--- config.mk ---
export PLATFORM = sky130hd
export DESIGN_NAME = media_sequencer
export DESIGN_NICKNAME = d
export VERILOG_FILES = /design/src/rtl/media_sequencer.sv
export SDC_FILE = /design/constraint.sdc
export NUM_CORES = 1
export LEC_CHECK = 0
export ABC_AREA = 1
export CORE_MARGIN = 2
export CORE_UTILIZATION = 60
export CTS_BUF_LIST = sky130_fd_sc_hd__clkbuf_2 sky130_fd_sc_hd__clkbuf_4 sky130_fd_sc_hd__clkbuf_8
export CTS_CLUSTER_DIAMETER = 30
export DETAILED_ROUTE_END_ITERATION = 6
export DONT_BUFFER_PORTS = 1
export PLACE_DENSITY = 0.83
export RECOVER_POWER = 25
export SLEW_MARGIN = 15
export SYNTH_ARGS = -nofsm -noshare
export SYNTH_HDL_FRONTEND = slang
export SYNTH_SLANG_ARGS = --single-unit
--- constraint.sdc ---
create_clock -name clk -period 1.6 [get_ports clk]
set_input_delay 0.32 -clock clk [delete_from_list [all_inputs] [get_ports clk]]
set_output_delay 0.32 -clock clk [all_outputs]
set_load 0.01 [all_outputs]
--- src/rtl/media_sequencer.sv ---
// media_sequencer
//   Steps the accumulate/divide datapath through one mean computation over
//   2^log2n operands. Operands come from an upstream source over a
//   valid/ready handshake. Each accepted operand is registered on data_out
//   and followed by a mandatory GAP cycle, so the decoder always sees the
//   value for at least two cycles. One 3-bit instruction is emitted per
//   step, with a valid flag.
//
//   Instruction codes: clrld=000 addld=001 add=010 div2=011 disp=100.
//   The idle code 111 is never decoded downstream. add is never issued.
//
// Ports
//   clk, rst     clock (rising edge); asynchronous active-high reset
//   start        begin a run (sampled only in IDLE)
//   log2n        log2 of the operand count; captured when start is taken
//   op_valid     upstream operand available
//   op_data      upstream operand
//   op_ready     operand is accepted this cycle (FIRST/ACCUM only)
//   data_out     last accepted operand; held until the next handshake
//   instr        registered instruction code (111 when no step)
//   instr_valid  instr is a real step this cycle
//   busy         a run is in progress
//   done         one-cycle pulse at the end of a run
module media_sequencer #(
  parameter int W  = 8,
  parameter int LW = 2
) (
  input  logic          clk,
  input  logic          rst,
  input  logic          start,
  input  logic [LW-1:0] log2n,
  input  logic          op_valid,
  input  logic [W-1:0]  op_data,
  output logic          op_ready,
  output logic [W-1:0]  data_out,
  output logic [2:0]    instr,
  output logic          instr_valid,
  output logic          busy,
  output logic          done
);

  // The largest log2n is 2^LW-1, so the count of remaining addld steps
  // (2^log2n - 1) fits in 2^LW-1 bits.
  localparam int RW = (1 << LW) - 1;

  localparam logic [2:0] I_CLRLD = 3'b000;
  localparam logic [2:0] I_ADDLD = 3'b001;
  localparam logic [2:0] I_DIV2  = 3'b011;
  localparam logic [2:0] I_DISP  = 3'b100;
  localparam logic [2:0] I_IDLE  = 3'b111;

  typedef enum logic [2:0] {
    S_IDLE, S_FIRST, S_ACCUM, S_GAP, S_DIV, S_DISP, S_FIN
  } state_t;

  state_t        state;
  logic [RW-1:0] remaining;
  logic [LW-1:0] divcnt;
  logic [RW:0]   opcount;
  logic          hs;

  // 2^log2n computed one bit wider so that 2^log2n - 1 does not overflow.
  assign opcount = {{RW{1'b0}}, 1'b1} << log2n;

  // Ready is decoded from the state alone, so it is low during reset and
  // low in every state that is not waiting for an operand.
  assign op_ready = (state == S_FIRST) || (state == S_ACCUM);
  assign hs       = op_valid & op_ready;

  always_ff @(posedge clk or posedge rst) begin
    if (rst) begin
      state       <= S_IDLE;
      remaining   <= '0;
      divcnt      <= '0;
      data_out    <= '0;
      instr       <= I_IDLE;
      instr_valid <= 1'b0;
      busy        <= 1'b0;
      done        <= 1'b0;
    end else begin
      // Step outputs fall back to idle unless this edge issues a step.
      instr       <= I_IDLE;
      instr_valid <= 1'b0;
      done        <= 1'b0;
      case (state)
        S_IDLE: begin
          if (start) begin
            remaining <= opcount[RW-1:0] - RW'(1);
            divcnt    <= log2n;
            busy      <= 1'b1;
            state     <= S_FIRST;
          end
        end
        S_FIRST: begin
          if (hs) begin
            data_out    <= op_data;
            instr       <= I_CLRLD;
            instr_valid <= 1'b1;
            state       <= S_GAP;
          end
        end
        S_ACCUM: begin
          if (hs) begin
            data_out    <= op_data;
            instr       <= I_ADDLD;
            instr_valid <= 1'b1;
            remaining   <= remaining - RW'(1);
            state       <= S_GAP;
          end
        end
        S_GAP: begin
          if (remaining != '0)   state <= S_ACCUM;
          else if (divcnt != '0) state <= S_DIV;
          else                   state <= S_DISP;
        end
        S_DIV: begin
          // GAP only enters DIV with divcnt nonzero, so there are exactly
          // log2n div2 steps.
          instr       <= I_DIV2;
          instr_valid <= 1'b1;
          divcnt      <= divcnt - LW'(1);
          if (divcnt == LW'(1)) state <= S_DISP;
        end
        S_DISP: begin
          // busy drops and done rises together as FIN is entered.
          instr       <= I_DISP;
          instr_valid <= 1'b1;
          busy        <= 1'b0;
          done        <= 1'b1;
          state       <= S_FIN;
        end
        S_FIN:   state <= S_IDLE;
        default: state <= S_IDLE;
      endcase
    end
  end

endmodule

# Yosys cells after proc, flatten, opt, wreduce, memory -nomap -nowiden
# Index checks and enable logic that the tools add are counted.
# totals
latchBits	0
output_inout_bits	15
mem_bits_ro	0
regBits	22
input_bits	14
n_memories	0
word_cells	56
ram_bits	0
# op_classes
shifts	1
n_lt_le_gt_ge	0
n_eq_ne	10
add_sub_neg	3
n_reduce_logical	14
div_mod_pow	0
bitwise	1
n_mul	0
mux	19
# ops
cell	count
3-bit two-way mux	8
3-bit one-hot mux with 5 select lines	1
3-bit one-hot mux with 4 select lines	1
2-bit nonzero test	4
3-bit by 2-bit equality test with 1-bit output, second input constant	2
3-bit equality test, second input constant	2
2-bit != test, second input constant	3
3-bit one-hot mux with 2 select lines	1
2-bit AND reduction	3
3-bit AND reduction	2
3-bit by 1-bit subtractor with 3-bit output, second input constant	2
1-bit two-way mux	4
1-bit one-hot mux with 2 select lines	2
2-bit one-hot mux with 2 select lines	1
2-bit OR reduction	2
3-bit by 1-bit equality test with 1-bit output, second input constant	1
3-bit logical NOT	1
3-bit nonzero test	1
1-bit by 2-bit << shifter with 3-bit output, first input constant	1
2-bit by 1-bit equality test with 1-bit output, second input constant	1
2-bit two-way mux	1
2-bit by 1-bit != test with 1-bit output, second input constant	1
2-bit by 1-bit subtractor with 2-bit output, second input constant	1
1-bit bitwise AND	1
1-bit logical OR	1

# Longest topological paths before layout
# depth
word_depth	5
mapped_depth	11
mapped_depth_nobuf	11

# Worst setup path before layout
# OpenSTA, ideal clock, no wires.
# synth_path
path_kind	register -> register
from	register state[2]
to	register remaining[2]
period_less_slack_ps	1418
t_arrival_ps	1301
path_slack_ps	182
path_buffers	0
path_stages_with_launch	12
setup_ps	118
t_required_ps	1482
path_cell_list	dfrtp_1 inv_2 nand3_2 inv_2 nand2_1 nand2_1 inv_2 ha_1 inv_1 nand3_1 nand3_1 nand2_1
# synth_between
elab_chain_cells	5
word_cells_on_any_way	10
classes_between	4 x eq/ne; 1 x mux; 1 x bitwise; 4 x reduce/logical
# synth_lines
item	line_no	rtl
start, declared	56	state_t state;
start signal, assigned	72	state <= S_IDLE;
start signal, assigned	91	state <= S_FIRST;
start signal, assigned	99	state <= S_GAP;
3-bit by 1-bit equality test with 1-bit output or 3-bit by 2-bit equality test with 1-bit output (tied branches)	67, 85	
1-bit logical OR	67	assign op_ready = (state == S_FIRST) || (state == S_ACCUM);
1-bit bitwise AND	68	assign hs = op_valid & op_ready;
2-bit != test (no line)	-	
3-bit AND reduction (no line)	-	
end signal, assigned	88	remaining <= opcount[RW-1:0] - RW'(1);
end signal, assigned	107	remaining <= remaining - RW'(1);
end, declared	57	logic [RW-1:0] remaining;
# Parallel ways exist; a longest one is shown, timed or not.
# A chain may end at the register's enable or synchronous reset.

# Final worst setup path
# layout_path
from	register state[0]
to	output port op_ready
# layout_between
elab_chain_cells	2
word_cells_on_any_way	3
classes_between	2 x eq/ne; 1 x reduce/logical
# layout_lines
item	line_no	rtl
3-bit by 1-bit equality test with 1-bit output or 3-bit by 2-bit equality test with 1-bit output (tied branches)	67	
1-bit logical OR (*)	67	
end, declared	34	output logic op_ready,
# Every way passes the cells marked *; elsewhere a longest branch is shown, timed or not.

==> metrics.md <==
| Metric | Value |
|---|---|
| Status | `complete, no violations` |
| Worst slew margin | `66.59%` |
| Crit path cell chain | `inv_2 > nand2_1 > nand2_2 > nor2_4 > buf_6` |
| Worst EP arrival | `1250 ps` |
| Main area contributors after synthesis | `dfrtp_1, nand2_1, nand3_1` |
| PwrDens | `2033 mW/mm^2` |
| Yosys cell types | `19` |
| Adder-cell share of the synthesized area | `3.492%` |
| Util after Layout | `72.01%` |
| Drt first pass iters | `4` |
| Post-Synth Simple-Gate Area | `30.38%` |
| Post-Syn Instances | `136` |
| Clk pin slew, worst setup/hold paths | `120 ps` |
| GR Util All Layers | `22.51%` |
| CTS sink count | `22` |
| Flops & latches, synth | `22` |
| Leakage | `0.6512 nW` |
| Max-Cap Viols | `0` |
| Crit path time final | `1566 ps` |
| Place WS | `80.46 ps` |
| FMAX | `638.6 MHz` |
| DR vias | `976` |
| Worst setup margin | `34.19 ps` |
| XOR/XNOR Fraction of Synth Area | `0%` |
| DRC violations left | `0` |
| CTS tree | `yes` |
| Nets | `166` |
| Port Buffer Count | `0` |
| Average cell area after synthesis | `7.903 um^2` |
| Core ar. | `0.001708 mm^2` |
| Post-route clock skew | `2.259 ps` |
| Vias/cell | `5.642` |
| Proportion of synthesized area in mux cells | `0%` |
| Drt total wl | `2.168 mm` |
| Maximum fanout along the worst path | `7` |
| Die H | `46.33 um` |
| RSZ-0062 raised after global routing | `yes` |
| DR WL/cell | `12.53 um` |
| Syn Nets | `153` |
| Die area | `0.002146 mm^2` |
| Root buf cell | `clkbuf_4` |
| Largest net degree at the start of global routing | `23` |
| Rows | `15` |
| Worst Setup Start Kind | `flop` |
| Top cell type by total area after synthesis | `dfrtp_1` |
| Initial Utilization | `62.93%` |
| Share of layout cells above drive strength 1 | `20.95%` |
| GRT Residual Overflow | `0` |
| P&R area growth vs syn | `14.44%` |
| Largest family of logic cells by synthesized area | `simple AND/OR/NAND/NOR gates` |
| Hpwl dp | `1.560 mm` |
| Endpoints failing hold | `0` |
| Routability Congestion | `0.8225` |
| Yosys warns | `0` |
| Inserted Diodes | `0` |
| Crit-path slowest cell | `dfrtp_2` |
| Num ports | `29` |
| Worst path max stage delay | `430 ps` |
| CTS Buffer Depth | `2` |
| Final max-slew violation count | `0` |
| Critical path type | `reg2out` |
| Area fraction of the dominant cell type after synthesis | `44.24%` |
| Post-route ant nets | `0` |
| Max rail drop VDD | `933.3 uV` |
| Critical Path Sink Type | `output pin` |
| DR iter-0 viols | `42` |
| Clock latency on the worst-skew pair | `310 ps` |
| First-pass GRT wire length | `3.422 mm` |
| Vias in the first global route | `825` |
| Compound-Gate Fraction of Synth Area | `7.101%` |
| CP required | `1280 ps` |
| Initial antenna violation count | `0` |
| Sequential share of the synthesized area | `51.57%` |
| Period utilization | `97.86%` |
| Mapped cell area | `0.001075 mm^2` |
| Total CTS buffers | `3` |
| Chip Width | `46.33 um` |
| Worst-margin pin slew | `501.1 ps` |
| Min-delay worst type | `in2reg` |
| Setup violations, final | `0` |
| Critical path's top delay family | `flip-flops` |
| Worst Path Buf+Inv | `2` |
| H-tree levels | `1` |
## power breakdown
| part | switching [mW] | internal, mW |
|---|---|---|
| registers | 0.254 | 0.839 |
| logic | 0.670 | 0.431 |
| clock network | 0.167 | 0.139 |
| total | 1.09 | 1.41 |
## what timing repair did
item	4_1_cts	5_1_grt
hold buffers	1	0
setup buffers	3	2
cloned	0	0
resized for setup	2	6
hold endpoints to repair	19	0
setup endpoints to repair	1	2
## cells by family after synthesis
family,after synthesis
buffers and inverters,20
AOI/OAI and AO/OA,15
and+or+nand+nor,76
adders and majority gates,3
DFF,22
## layer usage
layer  GRT usage [%]  vias to the layer above  routed length, um
met4           10.29                        0                 45
met2           37.22                       64               1070
met3           3.922                        8                206
met1           28.29                      448                845
li1                -                      456                  -
met5               0                        -                  0
## worst register-to-register path, delay by kind of cell, from the launching register on
| kind | cells | cell delay [ps] |
|---|---|---|
| flip-flops | 1 | 460 |
| adder cells (fa/ha/maj) | 1 | 220 |
| AND/OR/NAND/NOR | 4 | 310 |
| AO/OA/AOI/OAI | 2 | 210 |
| buffers and inverters | 2 | 160 |
## synthesized netlist by cell type
| master | number |
|---|---|
| inv_1 | 12 |
| nand3_1 | 18 |
| nand2_2 | 1 |
| inv_2 | 6 |
| dfrtp_1 | 19 |
| or2_1 | 1 |
| buf_4 | 1 |
| dfstp_2 | 3 |
| ha_1 | 3 |
| nor2_2 | 2 |
| nor2_1 | 7 |
| buf_2 | 1 |
| nand4_1 | 1 |
| nand3_2 | 1 |
| a21oi_1 | 3 |
| o21ai_1 | 4 |
| nand2_1 | 45 |
| o22ai_1 | 1 |
| o21ai_0 | 7 |
## path summary, 6_finish.rpt
check                      startpoint            to  slack [ps]  depth (start not counted)
setup / recovery             state[0]      op_ready          30                          5
setup reg to reg             state[0]  remaining[2]         130                          9
min in group asynchronous         rst  remaining[0]         550                          3
max in group asynchronous         rst      state[0]         690                          3
hold reg to reg             divcnt[1]     divcnt[1]         520                          2
hold / removal               op_valid      state[1]          90                          1
## sequential cells by signal, indices dropped and copies added, names as in the netlist
register     count
instr            3
busy             1
state            3
done             1
instr_valid      1
data_out         8
remaining        3
divcnt           2
## area by class of cell
type,count,area [um^2]
clock buffers,4,36.28
fillers,121,478.0
inverters,18,67.56
multi-input cells,94,457.9
flip-flops and latches,22,558.0
well taps,25,31.28
repair buffers,10,78.83
## stage by stage
step | power, mW | std cells | instance area [um^2] | setup TNS (ps) | hold WS, ps
6_report | 2.500 | 173 | 1230 | 0 | 89.19
4_1_cts | 2.406 | 171 | 1195 | 0 | 86.92
3_3_place_gp | 1.977 | 163 | 1124 | 0 | 257.1
2_1_floorplan | 1.801 | 136 | 1075 | 0 | 307.0
3_5_place_dp | 2.042 | 163 | 1124 | 0 | 259.5
5_1_grt | 2.726 | 173 | 1230 | -39.76 | 73.22
## placed cells by master, fill, tap and decap left out
cell,synthesis,layout
nor2_2,2,1
o21ai_1,4,4
nand2_1,45,43
clkbuf_4,0,3
nor2_4,0,1
dfstp_2,3,3
buf_6,0,1
ha_1,3,3
nand3_4,0,1
buf_4,1,7
clkbuf_2,0,1
dfrtp_1,19,16
nand3_1,18,18
nand2_2,1,3
nor2_1,7,7
dfrtp_2,0,3
inv_2,6,6
clkbuf_8,0,1
nand4_1,1,1
o21ai_0,7,7
inv_1,12,12
o22ai_1,1,1
dlygate4sd3_1,0,1
a21oi_1,3,3
or2_1,1,1
Power figures use the tool's default switching activity.
